$ cat src/rtl/itype_pkg.sv
// Shared constants for the I-type execute unit: funct3 codes, the SRAI funct7 pattern
// and the FSM state encoding.
package itype_pkg;

  localparam logic [2:0] F3_ADDI  = 3'b000;
  localparam logic [2:0] F3_SLLI  = 3'b001;
  localparam logic [2:0] F3_SLTI  = 3'b010;
  localparam logic [2:0] F3_SLTIU = 3'b011;
  localparam logic [2:0] F3_XORI  = 3'b100;
  localparam logic [2:0] F3_SRXI  = 3'b101;
  localparam logic [2:0] F3_ORI   = 3'b110;
  localparam logic [2:0] F3_ANDI  = 3'b111;

  localparam logic [6:0]  SRAI_FUNCT7      = 7'b0100000;
  // SRAI funct7 placed in imm12[11:5]; wider XLEN masks off the low bits that become shamt
  localparam logic [11:0] SRAI_IMM_PATTERN = {SRAI_FUNCT7, 5'b00000};

  typedef enum logic [1:0] {
    S_IDLE  = 2'd0,
    S_SHIFT = 2'd1,
    S_DONE  = 2'd2
  } state_e;

  function automatic logic is_shift_op(input logic [2:0] funct3);
    return (funct3 == F3_SLLI) || (funct3 == F3_SRXI);
  endfunction

endpackage

$ cat src/rtl/itype_alu_unit_shifter.sv
// Shifter for the I-type unit: one bit per cycle when ITYPE_SHIFT_ITER_EN is defined,
// otherwise a combinational barrel shifter whose done follows start.
module itype_shifter
  import itype_pkg::*;
#(
  parameter int XLEN    = 32,
  parameter int SHAMT_W = $clog2(XLEN)
) (
  input  logic               clk,
  input  logic               rst,
  input  logic               start,
  input  logic [XLEN-1:0]    operand,
  input  logic [SHAMT_W-1:0] shamt,
  input  logic               dir_right,
  input  logic               arith,
  output logic               done,
  output logic [XLEN-1:0]    result
);

`ifdef ITYPE_SHIFT_ITER_EN
  localparam logic [SHAMT_W-1:0] CNT_ONE = SHAMT_W'(1);

  logic [XLEN-1:0]    val_q, val_d, step_val;
  logic [SHAMT_W-1:0] cnt_q, cnt_d;
  logic               right_q, right_d;
  logic               arith_q, arith_d;
  logic               active_q, active_d;

  always_comb begin
    if (right_q) step_val = {arith_q & val_q[XLEN-1], val_q[XLEN-1:1]};
    else         step_val = {val_q[XLEN-2:0], 1'b0};
  end

  // The last step is visible combinationally so the top can register it on the same edge.
  assign done   = active_q && (cnt_q == CNT_ONE);
  assign result = step_val;

  always_comb begin
    val_d    = val_q;
    cnt_d    = cnt_q;
    right_d  = right_q;
    arith_d  = arith_q;
    active_d = active_q;
    if (start) begin
      val_d    = operand;
      cnt_d    = shamt;
      right_d  = dir_right;
      arith_d  = arith;
      active_d = 1'b1;
    end else if (active_q) begin
      val_d = step_val;
      cnt_d = cnt_q - CNT_ONE;
      if (cnt_q == CNT_ONE) active_d = 1'b0;
    end
  end

  always_ff @(posedge clk) begin
    if (rst) begin
      val_q    <= '0;
      cnt_q    <= '0;
      right_q  <= 1'b0;
      arith_q  <= 1'b0;
      active_q <= 1'b0;
    end else begin
      val_q    <= val_d;
      cnt_q    <= cnt_d;
      right_q  <= right_d;
      arith_q  <= arith_d;
      active_q <= active_d;
    end
  end
`else
  logic unused_clk_rst;
  assign unused_clk_rst = clk ^ rst;

  always_comb begin
    if (!dir_right)  result = operand << shamt;
    else if (arith)  result = $unsigned($signed(operand) >>> shamt);
    else             result = operand >> shamt;
  end

  assign done = start;
`endif

endmodule

$ cat src/rtl/itype_alu_unit.sv
// I-type integer execute unit (ADDI..SRAI) with valid/ready on both sides and a registered
// writeback. Define ITYPE_SHIFT_ITER_EN for the iterative (1 bit/cycle) shifter.
module itype_alu_unit
  import itype_pkg::*;
#(
  parameter int XLEN    = 32,
  parameter int SHAMT_W = $clog2(XLEN),
  parameter int RD_W    = 5
) (
  input  logic            clk,
  input  logic            rst,
  input  logic            in_valid,
  output logic            in_ready,
  input  logic [2:0]      in_funct3,
  input  logic [11:0]     in_imm12,
  input  logic [XLEN-1:0] in_rs1,
  input  logic [RD_W-1:0] in_rd,
  output logic            out_valid,
  input  logic            out_ready,
  output logic [RD_W-1:0] out_rd,
  output logic [XLEN-1:0] out_result,
  output logic            out_we,
  output logic            out_illegal,
  output logic            busy
);

  localparam logic [11:0] HI_MASK = 12'(12'hFFF << SHAMT_W);

  state_e             state_q, state_d;
  logic               out_valid_q, out_valid_d;
  logic               out_we_q, out_we_d;
  logic               out_illegal_q, out_illegal_d;
  logic [RD_W-1:0]    out_rd_q, out_rd_d;
  logic [XLEN-1:0]    out_result_q, out_result_d;

  logic [XLEN-1:0]    imm_ext, alu_result, shift_result;
  logic [SHAMT_W-1:0] shamt;
  logic               is_shift, is_arith, illegal, accept;
  logic               shift_start, shift_done;
  logic [11:0]        expected_hi;

  assign imm_ext  = {{(XLEN-12){in_imm12[11]}}, in_imm12};
  assign shamt    = in_imm12[SHAMT_W-1:0];
  assign is_shift = is_shift_op(in_funct3);
  assign is_arith = (in_funct3 == F3_SRXI) && in_imm12[10];

  // Bits above shamt must be all zero, or exactly the SRAI pattern for an arithmetic right shift.
  assign expected_hi = is_arith ? (SRAI_IMM_PATTERN & HI_MASK) : 12'h000;
  assign illegal     = is_shift && ((in_imm12 & HI_MASK) != expected_hi);

  always_comb begin
    alu_result = '0;
    case (in_funct3)
      F3_ADDI:  alu_result = in_rs1 + imm_ext;
      F3_SLTI:  alu_result = {{(XLEN-1){1'b0}}, $signed(in_rs1) < $signed(imm_ext)};
      F3_SLTIU: alu_result = {{(XLEN-1){1'b0}}, in_rs1 < imm_ext};
      F3_XORI:  alu_result = in_rs1 ^ imm_ext;
      F3_ORI:   alu_result = in_rs1 | imm_ext;
      F3_ANDI:  alu_result = in_rs1 & imm_ext;
      default:  alu_result = '0;
    endcase
  end

  itype_shifter #(.XLEN(XLEN), .SHAMT_W(SHAMT_W)) u_shifter (
    .clk       (clk),
    .rst       (rst),
    .start     (shift_start),
    .operand   (in_rs1),
    .shamt     (shamt),
    .dir_right (in_funct3 == F3_SRXI),
    .arith     (is_arith),
    .done      (shift_done),
    .result    (shift_result)
  );

  // Accepting in DONE while the consumer drains gives back-to-back beats with no bubble.
  assign in_ready = (state_q != S_SHIFT) && (!out_valid_q || out_ready);
  assign accept   = in_valid && in_ready;

  always_comb begin
    state_d       = state_q;
    out_valid_d   = out_valid_q;
    out_we_d      = out_we_q;
    out_illegal_d = out_illegal_q;
    out_rd_d      = out_rd_q;
    out_result_d  = out_result_q;
    shift_start   = 1'b0;

    case (state_q)
      S_SHIFT: begin
        if (shift_done) begin
          state_d      = S_DONE;
          out_valid_d  = 1'b1;
          out_result_d = shift_result;
        end
      end
      S_DONE: begin
        if (out_ready) begin
          state_d     = S_IDLE;
          out_valid_d = 1'b0;
        end
      end
      default: ;
    endcase

    if (accept) begin
      out_rd_d      = in_rd;
      out_illegal_d = illegal;
      out_we_d      = !illegal && (in_rd != '0);
      state_d       = S_DONE;
      out_valid_d   = 1'b1;
      if (illegal) begin
        out_result_d = '0;
      end else if (!is_shift) begin
        out_result_d = alu_result;
      end else begin
`ifdef ITYPE_SHIFT_ITER_EN
        if (shamt == '0) begin
          out_result_d = in_rs1;
        end else begin
          shift_start = 1'b1;
          state_d     = S_SHIFT;
          out_valid_d = 1'b0;
        end
`else
        out_result_d = shift_result;
`endif
      end
    end
  end

  always_ff @(posedge clk) begin
    if (rst) begin
      state_q       <= S_IDLE;
      out_valid_q   <= 1'b0;
      out_we_q      <= 1'b0;
      out_illegal_q <= 1'b0;
      out_rd_q      <= '0;
      out_result_q  <= '0;
    end else begin
      state_q       <= state_d;
      out_valid_q   <= out_valid_d;
      out_we_q      <= out_we_d;
      out_illegal_q <= out_illegal_d;
      out_rd_q      <= out_rd_d;
      out_result_q  <= out_result_d;
    end
  end

  assign out_valid   = out_valid_q;
  assign out_we      = out_we_q;
  assign out_illegal = out_illegal_q;
  assign out_rd      = out_rd_q;
  assign out_result  = out_result_q;
  assign busy        = (state_q != S_IDLE) || out_valid_q;

endmodule

$ cat config.mk
export PLATFORM = sky130hd
export DESIGN_NAME = itype_alu_unit
export DESIGN_NICKNAME = d
export VERILOG_FILES = /design/src/rtl/itype_pkg.sv /design/src/rtl/itype_alu_unit_shifter.sv /design/src/rtl/itype_alu_unit.sv
export SDC_FILE = /design/constraint.sdc
export NUM_CORES = 1
export LEC_CHECK = 0
export CORE_MARGIN = 2
export CORE_UTILIZATION = 54
export DETAILED_ROUTE_END_ITERATION = 8
export PLACE_DENSITY = 0.82
export SYNTH_ARGS = -nofsm -noshare
export SYNTH_HDL_FRONTEND = slang
export SYNTH_SLANG_ARGS = --single-unit
$ cat constraint.sdc
create_clock -name clk -period 4.7 [get_ports clk]
set_input_delay 1.41 -clock clk [delete_from_list [all_inputs] [get_ports clk]]
set_output_delay 1.41 -clock clk [all_outputs]
set_load 0.01 [all_outputs]
After elaboration in Yosys (flattened, before gate mapping)

Cells that the tools add are included.

Register bits after elaboration: 41
Input port bits: 56
Output and inout port bits: 42
Logic and storage cells: 49

Add/subtract/negate cells: 1
Magnitude comparators: 2
Equality and inequality tests: 8
Shift operators: 3
Muxes and demuxes: 12
Bitwise logic cells: 3
Reduce and logical (&&, ||, !) cells: 14

Operators with widths:

| operator                                            | count |
|---|---|
| case mux 32 bit (6 select lines)                    | 1 |
| 2-to-1 mux 32 bit                                   | 4 |
| adder 32 bit                                        | 1 |
| AND 32 bit                                          | 1 |
| < comparator 32 x 12 -> 1 bit                       | 1 |
| < comparator 32 bit                                 | 1 |
| OR 32 bit                                           | 1 |
| << shifter 32 x 5 -> 32 bit                         | 1 |
| >> shifter 32 x 5 -> 32 bit                         | 1 |
| >>> shifter 32 x 5 -> 32 bit                        | 1 |
| XOR 32 bit                                          | 1 |
| equality test 3 bit, second input constant          | 4 |
| != test 12 x 11 -> 1 bit                            | 1 |
| 2-to-1 mux 11 bit                                   | 1 |
| equality test 3 x 2 -> 1 bit, second input constant | 2 |
| 2-to-1 mux 2 bit                                    | 3 |
| nonzero test 5 bit                                  | 1 |
| logical AND 1 bit                                   | 4 |
| nonzero test 2 bit                                  | 2 |
| equality test 3 x 1 -> 1 bit, second input constant | 1 |
| logical NOT 3 bit                                   | 1 |
| logical OR 1 bit                                    | 3 |
| 2-to-1 mux 1 bit                                    | 3 |
| logical NOT 1 bit                                   | 2 |
| AND reduction 2 bit                                 | 1 |

Depth between registers and ports, before layout

Gate-level depths: netlist (run 1).

Depth after elaboration: 7
Gate-level depth with buffers: 14

Modules after synthesis

From an unflattened synthesis (run 1), not the netlist that was laid out.

Cell total of the unflattened synthesis: 1296
Area, all modules: 9492.9 µm²

By module, submodules not included:

| module         | times used | cells an instance | area an instance (µm²) | seq. area each (µm²) |
|---|---|---|---|---|
| itype_alu_unit | 1          | 805               | 5561.6                 | 800.8 |
| itype_shifter  | 1          | 491               | 3931.3                 | 0.0 |

Worst setup path before layout (run 1)

No wires, ideal clock.

Kind: input to register
Start point: in in_imm12[3]
End point: reg out_result_q[28] (netlist: out_result[28])
Setup time: 0.095 ns
Data arrival time: 4.418 ns
Setup slack: 0.187 ns
Cell stages on the path: 14
Path buffers: 4
Cells stage by stage: clkbuf_1 -> inv_1 -> clkbuf_1 -> buf_2 -> buf_1 -> ha_1 -> o21ai_1 -> or3_1 -> nand3_1 -> a21bo_2 -> a41oi_2 -> o31ai_1 -> mux2_1 -> a221oi_1

Word-level cells in the longest chain between the ends: 5
Elaborated cells on any way between the ends: 9
Classes of those cells: 1 x add/sub; 3 x shift; 5 x mux

Ends and longest elaborated chain:

| what                                                 | RTL line              | RTL |
|---|---|---|
| start: declaration                                   | itype_alu_unit.sv:15  | `input logic [11:0] in_imm12,` |
| branches (longest 3 deep; another with adder 32 bit) | n/a                   |  |
| 2-to-1 mux 32 bit *                                  | itype_alu_unit.sv:114 | `end else if (!is_shift) begin` |
| 2-to-1 mux 32 bit *                                  | itype_alu_unit.sv:112 | `if (illegal) begin` |
| end signal: assignment                               | itype_alu_unit.sv:146 | `out_result_q <= out_result_d;` |
| end: declaration                                     | itype_alu_unit.sv:34  | `logic [XLEN-1:0] out_result_q, out_result_d;` |

Mark *: on every way between the ends.
A chain may end at the register's enable or synchronous reset.

Final worst setup path (run 1)

Start point: in in_imm12[11]
End point: reg out_result_q[21] (netlist: out_result[21])

Word-level cells in the longest chain between the ends: 4
Elaborated cells on any way between the ends: 9
Classes of those cells: 1 x add/sub; 1 x eq/ne; 3 x mux; 3 x bitwise; 1 x reduce/logical

Ends and longest elaborated chain:

| what                                 | RTL line              | RTL |
|---|---|---|
| adder 32 bit (tied with other cells) | itype_alu_unit.sv:54  | `F3_ADDI: alu_result = in_rs1 + imm_ext;` |
| case mux 32 bit (6 select lines)     | itype_alu_unit.sv:53  | `case (in_funct3)` |
| 2-to-1 mux 32 bit                    | itype_alu_unit.sv:114 |  |
| 2-to-1 mux 32 bit *                  | itype_alu_unit.sv:112 |  |

Every way passes the cells marked *; elsewhere a longest branch is shown, timed or not.

==> impl_metrics.env, run 1 <==
export IMPL_tightest_slew_ns=1.15
export IMPL_fin_setup_tns_ns=0
export IMPL_synth_cells=1369
export IMPL_hp_class="register to register"
export IMPL_powerDensity_mw_per_mm2=184
export IMPL_arrival_ns=4.53
export IMPL_num_antenna_cells=0
export IMPL_cp_slowest_cell="clkdlybuf4s50_1"
export IMPL_dieArea_mm2=0.0193
export IMPL_antenna_found_initial=0
export IMPL_grt_use_total=0.446
export IMPL_synth_most_common_cell="nand2_1"
export IMPL_p_comb_frac=0.618
export IMPL_htreeDepth=2
export IMPL_critPathMaxStageDelay_ns=0.42
export IMPL_drtAntennaViolNets=0
export IMPL_finalHoldViolations=0
export IMPL_firstDrtPassIters=7
export IMPL_fillerInstances=1614
export IMPL_pwr_share_seq=0.180
export IMPL_power_net_switching_mw=0.972
export IMPL_power_leakage_nw=4.76
export IMPL_finalNonFillerCells=1678
export IMPL_synthTopCellsByCount="171 x nand2_1, 124 x nor2_1, 123 x a21oi_1"
export IMPL_placed_area_mm2=0.0113
export IMPL_avgRoutedWirePerCell_um=26.4
export IMPL_crit_type="input port to register"
export IMPL_cts_buffer_depth=2
export IMPL_ir_worst_vdd_v=0.000147
export IMPL_grt_first_pass_wirelength_mm=67.0
export IMPL_grt_pass1_vias=10900
export IMPL_rows=49
export IMPL_cp_required_ns=4.88
export IMPL_hold_buffers=0
export IMPL_avgSynthCellArea_um2=7.18
export IMPL_syn_cell_area_mm2=0.00984
export IMPL_yosysTopAreaCell="ha_1"
export IMPL_drv_cap=0
export IMPL_start_util=0.549
export IMPL_period_share=0.925
export IMPL_routed_via_density=7.16
export IMPL_die_y_um=139
export IMPL_ys_flop_type="dfxtp_1"
export IMPL_cts_tree="yes"
export IMPL_power_frac_clock=0.202
export IMPL_post_cts_repair_setup_buffers=0
export IMPL_synth_top_cell_area_share=0.123
export IMPL_drc=0
export IMPL_root_buffer="clkbuf_16"
export IMPL_setup_viol=0
export IMPL_port_buffer_count=97
export IMPL_crit_top_cell="buf_4"
export IMPL_clk_pin_slew_ns=0.07
export IMPL_fmaxAchievable_ghz=0.230
export IMPL_area_growth_pct=16.9
export IMPL_fin_nets=1602
export IMPL_status="finished, final reports clean"
export IMPL_cts_made_buffers=5
export IMPL_core_area_mm2=0.0179
export IMPL_utilization=0.642
export IMPL_cp_num_buf_inv=4
export IMPL_dp_cells=1670
export IMPL_hpwlAfterDp_mm=33.6
export IMPL_synth_nets=1523
export IMPL_end_kind="register"
export IMPL_boundaryPins=98
export IMPL_cts_resized=0
export IMPL_via_count=12000
export IMPL_place_ws_ns=0.105
export IMPL_yosysSeqAreaShare=0.0814
export IMPL_cell_internal_pwr_mw=1.15
export IMPL_ys_types=78
export IMPL_die_w_um=139
export IMPL_rsz0062_at_grt="no"
export IMPL_overflow=0
export IMPL_ys_top_cells_by_area="ha_1 12%, mux4_2 11%, dfxtp_1 8.1%"
export IMPL_async_reset_ff_frac=0
export IMPL_insertion_delay_ns=0.30
export IMPL_path_cells="clkdlybuf4s50_1 > inv_1 > buf_4 > ha_1 > buf_4 > a21oi_1 > nor2_1 > or2_2 > o31a_1 > o311a_1 > a211oi_1 > a2bb2oi_1 > o21ai_1"
export IMPL_fin_skew_ns=0.00652
export IMPL_drive_above_1_share=0.137
export IMPL_drtIter0Drc=1862
export IMPL_synth_warnings=0
export IMPL_fin_area_mm2=0.0115
export IMPL_path_max_fanout=25
export IMPL_worst_slack_ns=0.350
export IMPL_timing_hold_ws_ns=0.449
export IMPL_slew_headroom=0.222
export IMPL_slew_viol_final=0
export IMPL_synth_edf_count=0
export IMPL_cts_sinks=40
export IMPL_grt_max_degree=82
export IMPL_place_congestion=1.09
export IMPL_p_sw_frac=0.459
export IMPL_min_period_ns=4.35
export IMPL_routed_wl_mm=44.4
export IMPL_ys_seq_elements=40
export IMPL_total_power_mw=2.12
export IMPL_startpoint_type="input port"
export IMPL_cpLargestDelayFamily="compound AO/OA/AOI/OAI gates"
logic make-up after synthesis:
kind of cell | share of synthesized area
xor+xnor | 0.0116
flops | 0.0814
fa+ha+maj | 0.125
compound gates | 0.327
mux | 0.188
buf+inv | 0.0841
simple gates | 0.183
state kept, by name (all words and copies together), names as in the netlist:
name and count:
out_illegal 1, state_q 1, out_rd 5, out_we 1, out_result 32
power by group through the flow:
stage | combinational [mW] | sequential (mW) | clock (mW)
after global placement | 1.25 | 0.388 | 0
after global routing | 1.38 | 0.383 | 0.434
final | 1.31 | 0.382 | 0.428
after detailed placement | 1.25 | 0.388 | 0
after floorplan | 0.765 | 0.393 | 0
after CTS | 1.26 | 0.381 | 0.422
path summary, 6_finish.rpt:
kind / start / to / slack, ns / cells past startpoint
max: in_imm12[11] / out_result[21] / 0.35 / 13
min: out_result[2] / out_result[2] / 0.45 / 2
max reg2reg: state_q[1] / out_result[29] / 2.24 / 8
min reg2reg: out_result[2] / out_result[2] / 0.45 / 2
layer usage:
layer,GRT usage,wire length [um],vias up
met5,0,0,-
met4,0.247,3020,0
met3,0.0908,5650,193
met2,0.674,18700,1024
met1,0.596,17000,5535
li1,-,-,5255
placed cells by master (no fill, tap or decap), types with 40 or more instances in the layout:
cell / instances
a21oi_1: 123
ha_1: 97
mux4_2: 49
o21ai_0: 69
mux2i_1: 45
dfxtp_1: 40
nor2_1: 124
nand2_1: 171
clkdlybuf4s50_1: 90
inv_1: 62
o21ai_1: 43
buf_4: 101
tightest hold or removal path, stage by stage (launching register included):
cell,delay (ns)
dfxtp_1,0.31
nand2_1,0.05
a21oi_1,0.05
cell type report:
| cell class | count | area [um^2] | share of cell area |
|---|---|---|---|
| repair buffers | 201 | 1770 | 0.154 |
| multi-input cells | 1133 | 8210 | 0.714 |
| clock inverters | 2 | 38.8 | 0.00337 |
| clock buffers | 6 | 139 | 0.0121 |
| inverters | 67 | 251 | 0.0219 |
| flip-flops and latches | 40 | 801 | 0.0697 |
| well taps | 229 | 287 | 0.0249 |
(Power assumes the default switching activity.)
==> inputs of run 2 (changes only) <==
--- a/config.mk
+++ b/config.mk
@@ -7,6 +7,7 @@
 export LEC_CHECK = 0
 export CORE_MARGIN = 2
 export CORE_UTILIZATION = 54
+export CTS_CLUSTER_SIZE = 10
 export DETAILED_ROUTE_END_ITERATION = 8
 export PLACE_DENSITY = 0.82
 export SYNTH_ARGS = -nofsm -noshare
==> results of run 2 <==
The final DEF is identical to that of run 1; final timing and power are the same.
